$ cat config.mk
export PLATFORM = sky130hd
export DESIGN_NAME = fc8_cpu_core_v2
export DESIGN_NICKNAME = d
export VERILOG_FILES = /design/src/rtl/fc8_cpu_core_v2.sv
export SDC_FILE = /design/constraint.sdc
export NUM_CORES = 1
export LEC_CHECK = 0
export BUFFER_PORTS_ARGS = -buffer_cell sky130_fd_sc_hd__buf_2
export CAP_MARGIN = 40
export CORE_UTILIZATION = 30
export DETAILED_ROUTE_END_ITERATION = 8
export MAX_ROUTING_LAYER = met4
export PLACE_DENSITY = 0.55
export SYNTH_ARGS = -nofsm -noshare
export SYNTH_HDL_FRONTEND = slang
export SYNTH_SLANG_ARGS = --single-unit
$ cat constraint.sdc
create_clock -name clk -period 3.5 [get_ports clk]
set_input_delay 0.35 -clock clk [delete_from_list [all_inputs] [get_ports clk]]
set_output_delay 0.35 -clock clk [all_outputs]
set_load 0.01 [all_outputs]
$ cat src/rtl/fc8_cpu_core_v2.sv
// +--------------------------------------------------------------------+
// | fc8_cpu_core_v2 : multi-cycle FC8 8-bit CPU core with NMI/IRQ entry |
// | Rev 1.0                                                             |
// +--------------------------------------------------------------------+
`default_nettype none

module fc8_cpu_core_v2 #(
   parameter logic [15:0] RESET_PC     = 16'h8000,
   parameter logic [15:0] SP_INIT      = 16'h0100,
   parameter logic [15:0] SP_LIMIT     = 16'h01FF,
   parameter logic [15:0] NMI_VEC      = 16'hFFFA,
   parameter logic [15:0] IRQ_VEC      = 16'hFFFE,
   parameter logic        IRQ_MASK_RST = 1'b1
) (
   input  logic        clk,
   input  logic        rst_n,
   output logic [15:0] addr,
   input  logic [7:0]  data_in,
   output logic [7:0]  data_out,
   output logic        we,
   input  logic        irq_n,
   input  logic        nmi_n,
   output logic        sync,
   output logic        int_ack,
   output logic        stack_ovf
);

   typedef enum logic [3:0] {
      S_FETCH, S_DECODE, S_OP1, S_OP2, S_MEM,
      S_INT0, S_INT1, S_INT2, S_INT3, S_INT4, S_INT5,
      S_RTI0, S_RTI1, S_RTI2, S_RTI3
   } state_t;

   state_t      state_q, state_d;
   logic [7:0]  a_q, a_d, x_q, x_d, y_q, y_d, f_q, f_d;
   logic [15:0] sp_q, sp_d, pc_q, pc_d;
   logic [7:0]  opcode_q, opcode_d, lo_q, lo_d;
   logic [15:0] addr_q, addr_d, vec_q, vec_d;
   logic [7:0]  data_out_q, data_out_d;
   logic        we_q, we_d, sync_q, sync_d, int_ack_q, int_ack_d;
   logic        stack_ovf_q, stack_ovf_d, nmi_pend_q, nmi_pend_d, nmi_hist_q, nmi_hist_d;

   logic [15:0] pc_inc, sp_inc, sp_dec;
   logic [7:0]  x_inc;

   assign addr      = addr_q;
   assign data_out  = data_out_q;
   assign we        = we_q;
   assign sync      = sync_q;
   assign int_ack   = int_ack_q;
   assign stack_ovf = stack_ovf_q;

   assign pc_inc = pc_q + 16'd1;
   assign sp_inc = sp_q + 16'd1;
   assign sp_dec = sp_q - 16'd1;
   assign x_inc  = x_q + 8'd1;

   // F layout: N at bit 7, I at bit 2, Z at bit 1, C at bit 0
   function automatic logic [7:0] set_nz(input logic [7:0] f, input logic [7:0] r);
      return {r[7], f[6:2], (r == 8'h00), f[0]};
   endfunction

   always_comb begin
      state_d     = state_q;
      a_d         = a_q;
      x_d         = x_q;
      y_d         = y_q;
      f_d         = f_q;
      sp_d        = sp_q;
      pc_d        = pc_q;
      opcode_d    = opcode_q;
      lo_d        = lo_q;
      addr_d      = addr_q;
      vec_d       = vec_q;
      data_out_d  = data_out_q;
      we_d        = 1'b0;
      sync_d      = 1'b0;
      int_ack_d   = 1'b0;
      stack_ovf_d = stack_ovf_q;
      nmi_pend_d  = nmi_pend_q;
      nmi_hist_d  = nmi_n;

      case (state_q)
         S_FETCH: begin
            if (nmi_pend_q) begin
               nmi_pend_d = 1'b0;
               vec_d      = NMI_VEC;
               state_d    = S_INT0;
            end else if (!irq_n && !f_q[2]) begin
               vec_d   = IRQ_VEC;
               state_d = S_INT0;
            end else begin
               addr_d  = pc_q;
               sync_d  = 1'b1;
               state_d = S_DECODE;
            end
         end
         S_DECODE: begin
            opcode_d = data_in;
            pc_d     = pc_inc;
            addr_d   = pc_inc;
            state_d  = S_FETCH;
            case (data_in)
               8'hE8: begin
                  x_d = x_inc;
                  f_d = set_nz(f_q, x_inc);
               end
               8'h58: f_d[2] = 1'b0;
               8'h78: f_d[2] = 1'b1;
               8'hA9, 8'hA2, 8'hAD, 8'h8D, 8'h4C: state_d = S_OP1;
               8'h40: state_d = S_RTI0;
               default: ;
            endcase
         end
         S_OP1: begin
            pc_d = pc_inc;
            case (opcode_q)
               8'hA9: begin
                  a_d     = data_in;
                  f_d     = set_nz(f_q, data_in);
                  state_d = S_FETCH;
               end
               8'hA2: begin
                  x_d     = data_in;
                  f_d     = set_nz(f_q, data_in);
                  state_d = S_FETCH;
               end
               default: begin
                  lo_d    = data_in;
                  addr_d  = pc_inc;
                  state_d = S_OP2;
               end
            endcase
         end
         S_OP2: begin
            pc_d    = pc_inc;
            state_d = S_FETCH;
            case (opcode_q)
               8'h4C: pc_d = {data_in, lo_q};
               8'hAD: begin
                  addr_d  = {data_in, lo_q};
                  state_d = S_MEM;
               end
               8'h8D: begin
                  addr_d     = {data_in, lo_q};
                  data_out_d = a_q;
                  we_d       = 1'b1;
                  state_d    = S_MEM;
               end
               default: ;
            endcase
         end
         S_MEM: begin
            if (opcode_q == 8'hAD) begin
               a_d = data_in;
               f_d = set_nz(f_q, data_in);
            end
            state_d = S_FETCH;
         end
         S_INT0: begin
            addr_d     = sp_q;
            data_out_d = pc_q[15:8];
            we_d       = 1'b1;
            if (sp_q > SP_LIMIT) stack_ovf_d = 1'b1;
            state_d    = S_INT1;
         end
         S_INT1: begin
            sp_d       = sp_inc;
            addr_d     = sp_inc;
            data_out_d = pc_q[7:0];
            we_d       = 1'b1;
            if (sp_inc > SP_LIMIT) stack_ovf_d = 1'b1;
            state_d    = S_INT2;
         end
         S_INT2: begin
            sp_d       = sp_inc;
            addr_d     = sp_inc;
            data_out_d = f_q;
            we_d       = 1'b1;
            if (sp_inc > SP_LIMIT) stack_ovf_d = 1'b1;
            state_d    = S_INT3;
         end
         S_INT3: begin
            sp_d    = sp_inc;
            addr_d  = vec_q;
            f_d[2]  = 1'b1;
            state_d = S_INT4;
         end
         S_INT4: begin
            lo_d      = data_in;
            addr_d    = vec_q + 16'd1;
            int_ack_d = 1'b1;
            state_d   = S_INT5;
         end
         S_INT5: begin
            pc_d    = {data_in, lo_q};
            state_d = S_FETCH;
         end
         // Pulls overlap: each cycle consumes the byte addressed by the previous one
         S_RTI0: begin
            sp_d    = sp_dec;
            addr_d  = sp_dec;
            state_d = S_RTI1;
         end
         S_RTI1: begin
            f_d     = data_in & 8'h87;
            sp_d    = sp_dec;
            addr_d  = sp_dec;
            state_d = S_RTI2;
         end
         S_RTI2: begin
            lo_d    = data_in;
            sp_d    = sp_dec;
            addr_d  = sp_dec;
            state_d = S_RTI3;
         end
         S_RTI3: begin
            pc_d    = {data_in, lo_q};
            state_d = S_FETCH;
         end
         default: state_d = S_FETCH;
      endcase

      if (nmi_hist_q && !nmi_n) nmi_pend_d = 1'b1;
   end

   always_ff @(posedge clk) begin
      if (!rst_n) begin
         state_q     <= S_FETCH;
         a_q         <= 8'h00;
         x_q         <= 8'h00;
         y_q         <= 8'h00;
         f_q         <= {5'b0, IRQ_MASK_RST, 2'b00};
         sp_q        <= SP_INIT;
         pc_q        <= RESET_PC;
         opcode_q    <= 8'h00;
         lo_q        <= 8'h00;
         addr_q      <= 16'h0000;
         vec_q       <= 16'h0000;
         data_out_q  <= 8'h00;
         we_q        <= 1'b0;
         sync_q      <= 1'b0;
         int_ack_q   <= 1'b0;
         stack_ovf_q <= 1'b0;
         nmi_pend_q  <= 1'b0;
         nmi_hist_q  <= 1'b1;
      end else begin
         state_q     <= state_d;
         a_q         <= a_d;
         x_q         <= x_d;
         y_q         <= y_d;
         f_q         <= f_d;
         sp_q        <= sp_d;
         pc_q        <= pc_d;
         opcode_q    <= opcode_d;
         lo_q        <= lo_d;
         addr_q      <= addr_d;
         vec_q       <= vec_d;
         data_out_q  <= data_out_d;
         we_q        <= we_d;
         sync_q      <= sync_d;
         int_ack_q   <= int_ack_d;
         stack_ovf_q <= stack_ovf_d;
         nmi_pend_q  <= nmi_pend_d;
         nmi_hist_q  <= nmi_hist_d;
      end
   end

endmodule

`default_nettype wire

Word level (Yosys, flattened, before mapping) --
Index checks and enable logic that the tools add are counted.
Word-level totals: bits in registers 122, input port bits 12, word-level logic and storage cells 156
Operators by class: $add $sub $neg 5, $lt $le $gt $ge 2, equality and inequality tests 41, multiplexer cells 43, bitwise gates (word level) 5, reduce and logical (&&, ||, !) cells 41
Operator list (number):
- $pmux 16 s9 | 1
- $mux 16 | 7
- $eq 8x8->1 const B | 9
- $mux 8 | 8
- $add 16x1->16 const B | 3
- $pmux 16 s3 | 1
- $pmux 4 s12 | 1
- $pmux 8 s2 | 3
- $eq 8x7->1 const B | 5
- $gt 16x9->1 const B | 2
- $pmux 16 s2 | 1
- $pmux 8 s4 | 1
- $eq 4x4->1 const B | 7
- $pmux 5 s4 | 1
- $eq 4x3->1 const B | 4
- $logic_not 8->1 | 2
- $ne 2x2->1 const B | 8
- $sub 16x1->16 const B | 1
- $reduce_bool 2->1 | 7
- $reduce_and 4->1 | 3
- $reduce_or 2->1 | 6
- $reduce_or 3->1 | 4
- $mux 3 | 3
- $reduce_and 3->1 | 3
- other kinds (22) | 46

Depth between registers and ports, before layout --
depth in word-level cells 5, mapped depth 10, gate-level depth less buffers 8

Worst setup path before layout --
No wires, ideal clock.
path type reg2reg, start point reg sp_q[2], end point reg sp_q[11], setup time 0.115 ns, arrival time 2.358 ns, required time 3.385 ns, setup slack 1.027 ns, stages on the path, launching flop included 9, path buffers 2, clock period less this slack 2.473 ns, cell sequence dfxtp_1 buf_6 or4_1 buf_2 or4_4 or4_4 a21oi_2 xor2_1 and2_1
On the way: longest elaborated chain between the ends 2, elaborated cells on any way between the ends 3
Ends and longest elaborated chain:
- start: declaration | RTL line 36 | logic [15:0] sp_q, sp_d, pc_q, pc_d;
- start signal: assignment | RTL line 253 | sp_q <= sp_d;
- $sub 16x1->16 / $add 16x1->16 (equally long branches) | RTL line 55, 54
- $pmux 16 s2 (*) | RTL line 83 | case (state_q)
Every way passes the cells marked *; elsewhere a longest branch is shown, timed or not. A chain may end at the register's enable or synchronous reset.

Worst setup path in the final report --
start point reg state_q[0], end point reg pc_q[15]
On the way: longest elaborated chain between the ends 3, elaborated cells on any way between the ends 9
Ends and longest elaborated chain:
- start: declaration | RTL line 34 | state_t state_q, state_d;
- start signal: assignment | RTL line 248 | state_q <= state_d;
- $eq 4x4->1, or another cell as far along | RTL line 83
- $reduce_or 2->1 (no source line)
- $pmux 16 s3 / $reduce_bool 3->1 (equally long branches)
- end signal: assignment | RTL line 254 | pc_q <= pc_d;
- end: declaration | RTL line 36
Several ways; a longest one is shown, not always the timed one.

==> out/qor.txt <==
================================================================================
Top FF cell, synth                                                  sky130_fd_sc_hd__dfxtp_1
Worst path cell trace                                               buf_4 > or3b_2 > nor4_1 > o21ai_1 > buf_4 > nor2_1 > a31oi_1 > o21a_1
Count of cells resized by post-cts repair                                      0
Master cell of the clock root buffer                                sky130_fd_sc_hd__clkbuf_16
Fmax                                                                     364 MHz
Final critical-path share of the clock period                              0.786
Period minus WS final                                                    2750 ps
Worst supply voltage drop on vdd                                          229 uV
Wire length per cell                                                     18.6 um
Unrepaired setup endpoints after global routing                            false
Clock power share                                                          0.374
Synth async-reset ratio                                                        0
Number of hold-repair buffers added at the cts stage                           0
Endpoint class of the critical path                                         flop
Floorplan die height                                                      155 um
Antenna Violating Nets Remaining                                               0
Maximum root-to-sink buffer count                                              2
Number of global-route vias before repair                                   6259
Least-Margin Pin Slew                                                     783 ps
Number of buffers inserted by port buffering                                  39
Total Routing Usage GR                                                     0.200
Sequential share of power                                                  0.446
Wire length of the first global-routing pass                            36700 um
EDFF count, synth                                                              0
Cell count after synthesis                                                   938
Total buffers and inverters traversed by the critical path                     2
Critical Path Start Type                                                    flop
Crit-path leading delay family                                      simple AND/OR/NAND/NOR gates
Total power divided by cell area                                     367 nW/um^2
Endpoints failing setup                                                        0
Combinational fraction of design power                                     0.180
Overflow left after global routing                                             0
Hold slack                                                                192 ps
Final nets                                                                   939
Data required time at the worst endpoint                                 3760 ps
Cell-internal power                                                      1.99 mW
Final hold viol count                                                          0
# diodes                                                                       0
Final Max Tran Viols                                                           0
Num Clock Sinks                                                              104
Worst setup skew after layout                                            9.46 ps
Mapped cell area                                                       7020 um^2
Final critical-path setup slack                                           751 ps
Max stage delay cell, worst path                                    sky130_fd_sc_hd__dfxtp_1
Std-Cell Core Area                                                    22800 um^2
Post-synthesis average cell area                                       7.48 um^2
Area growth from synthesis to layout                                       11.3%
Net switching fraction of the power                                        0.305
Maximum level of the CTS H-tree                                                3
Pin count of the biggest net entering global routing                          44
Final design utilization                                                   0.343
Class of the tightest hold or removal check                            in -> reg
Clock tree from TritonCTS                                                    yes
Share of cells above drive strength 1                                      0.116
Setup Total Neg Slack                                                       0 ps
Worst stage delay on the critical path                                    570 ps
Initial Util                                                               0.308
Wirelength, routed                                                      23100 um
Number of antenna violations at the first check in global routing              0
Worst-path maximum fanout                                                     19
Placement-stage worst setup slack                                         807 ps
Net switching power                                                     0.875 mW
Category of the most critical setup path                              reg -> reg
Total number of yosys warnings                                                 0
Most frequent CP cell                                               sky130_fd_sc_hd__buf_4
DPL Wire Length                                                         16400 um
# Post-CTS Setup Buffers                                                       0
Tightest slew margin relative to the limit                                 0.474
Vias after detailed routing                                                 7015
Remaining DRCs                                                                 0
Synth Net Count                                                              954
RePlAce Congestion                                                         0.912
Number of synthesized register bits                                          104
Via density                                                                 5.65
I/O pin count                                                                 40
Maxcap violations                                                              0
Clock Pin Slew Worst Setup and Hold Paths                                  70 ps
Number of core rows                                                           55
Horiz. Die Dim                                                            155 um
Num CTS Buffers                                                                9
Iteration-0 DRC Markers                                                      900
Clk Latency, worst-skew pair                                              360 ps
Full die area                                                         24000 um^2
First-pass iteration count of the detailed router                              5
CP arrival                                                               3010 ps
Result of the run                                                   finished clean
Number of unique standard cell types used by synthesis                        69
Fraction of the yosys area taken by sequential cells                       0.297
Leakage Power                                                            2.64 nW
================================================================================
## metrics by stage
stage          cell area, um^2  total power, mW  instances
2_1_floorplan             7020             1.62        938
3_3_place_gp              7470             1.81       1222
3_5_place_dp              7510             1.82       1225
4_1_cts                   7810             2.88       1241
5_1_grt                   7810             2.99       1241
6_report                  7810             2.87       1241
## worst reg2reg max path: cells and delay by family, from the launching register on
kind	cells	cell delay, ps
AO/OA/AOI/OAI	3	580
buffers and inverters	2	600
flip-flops	1	570
AND/OR/NAND/NOR	3	890
## cells in the mapped netlist (19+ instances only)
cell type                    n  area, um^2
sky130_fd_sc_hd__o21ai_0    58         290
sky130_fd_sc_hd__nor2b_1    36         225
sky130_fd_sc_hd__o22ai_1    21         131
sky130_fd_sc_hd__nand2_1    98         368
sky130_fd_sc_hd__nor3_1     29         145
sky130_fd_sc_hd__xor2_1     19         166
sky130_fd_sc_hd__nand3_1    41         205
sky130_fd_sc_hd__a22oi_1    20         150
sky130_fd_sc_hd__clkbuf_1   82         308
sky130_fd_sc_hd__dfxtp_1   104        2080
sky130_fd_sc_hd__a21oi_1    54         270
sky130_fd_sc_hd__a21boi_0   20         150
sky130_fd_sc_hd__nor2_1     54         203
sky130_fd_sc_hd__and2_1     25         156
sky130_fd_sc_hd__mux2i_1    26         260
sky130_fd_sc_hd__xnor2_1    29         254
## final timing paths
path | start | to | slack (ps) | cells after the start
setup / recovery | state_q[0] | pc_q[15] | 750 | 8
hold / removal | nmi_n | nmi_hist_q | 190 | 2
setup reg to reg | state_q[0] | pc_q[15] | 750 | 8
hold reg to reg | addr[3] | addr[3] | 470 | 2
## area by class of cell
cell class	count	area, um^2
fill	2428	15000
multi-input combinational	728	4530
sequential	104	2080
timing repair buffer	73	483
tap	313	392
clock buffer	12	246
clock inverter	4	52.6
inverter	7	26.3
## state kept, by name (all words and copies together) (netlist names)
signal / cells
lo_q: 8
data_out: 8
state_q: 4
vec_q: 2
sync: 1
stack_ovf: 1
sp_q: 16
x_q: 8
pc_q: 16
we: 1
nmi_hist_q: 1
nmi_pend_q: 1
f_q: 4
opcode_q: 8
addr: 16
a_q: 8
int_ack: 1
## layout by cell type (no fill, tap or decap), types with 32 or more instances in the layout
cell type,Yosys,routed
sky130_fd_sc_hd__dfxtp_1,104,104
sky130_fd_sc_hd__nor2b_1,36,36
sky130_fd_sc_hd__a21oi_1,54,54
sky130_fd_sc_hd__nand2_1,98,98
sky130_fd_sc_hd__o21ai_0,58,58
sky130_fd_sc_hd__nand3_1,41,41
sky130_fd_sc_hd__nor2_1,54,54
sky130_fd_sc_hd__buf_2,5,39
sky130_fd_sc_hd__buf_4,0,32
## power groups by stage
| stage | Combinational (mW) | Clock, mW | Sequential (mW) |
|---|---|---|---|
| finish | 0.516 | 1.07 | 1.28 |
| global placement | 0.508 | 0 | 1.30 |
| CTS | 0.513 | 1.09 | 1.28 |
| floorplan | 0.327 | 0 | 1.30 |
| detailed placement | 0.511 | 0 | 1.31 |
| global route | 0.559 | 1.14 | 1.28 |
## cells by family after synthesis
group	synth area share
AOI/OAI and AO/OA	0.248
xor gates and xnor gates	0.0599
and+or+nand+nor	0.290
DFF	0.297
adders and majority gates	0.00713
buffers and inverters	0.0587
muxes	0.0387
## per-layer routing
layer	track usage	wire length [um]	share of wire	vias to the layer above
met4	0.0589	422	0.018	0
met1	0.283	11100	0.48	3331
met3	0.0267	1370	0.059	34
met2	0.295	10200	0.44	275
met5	-	0	0	-
li1	-	-	-	3375
No activity file was read; power rests on OpenSTA's default activity.
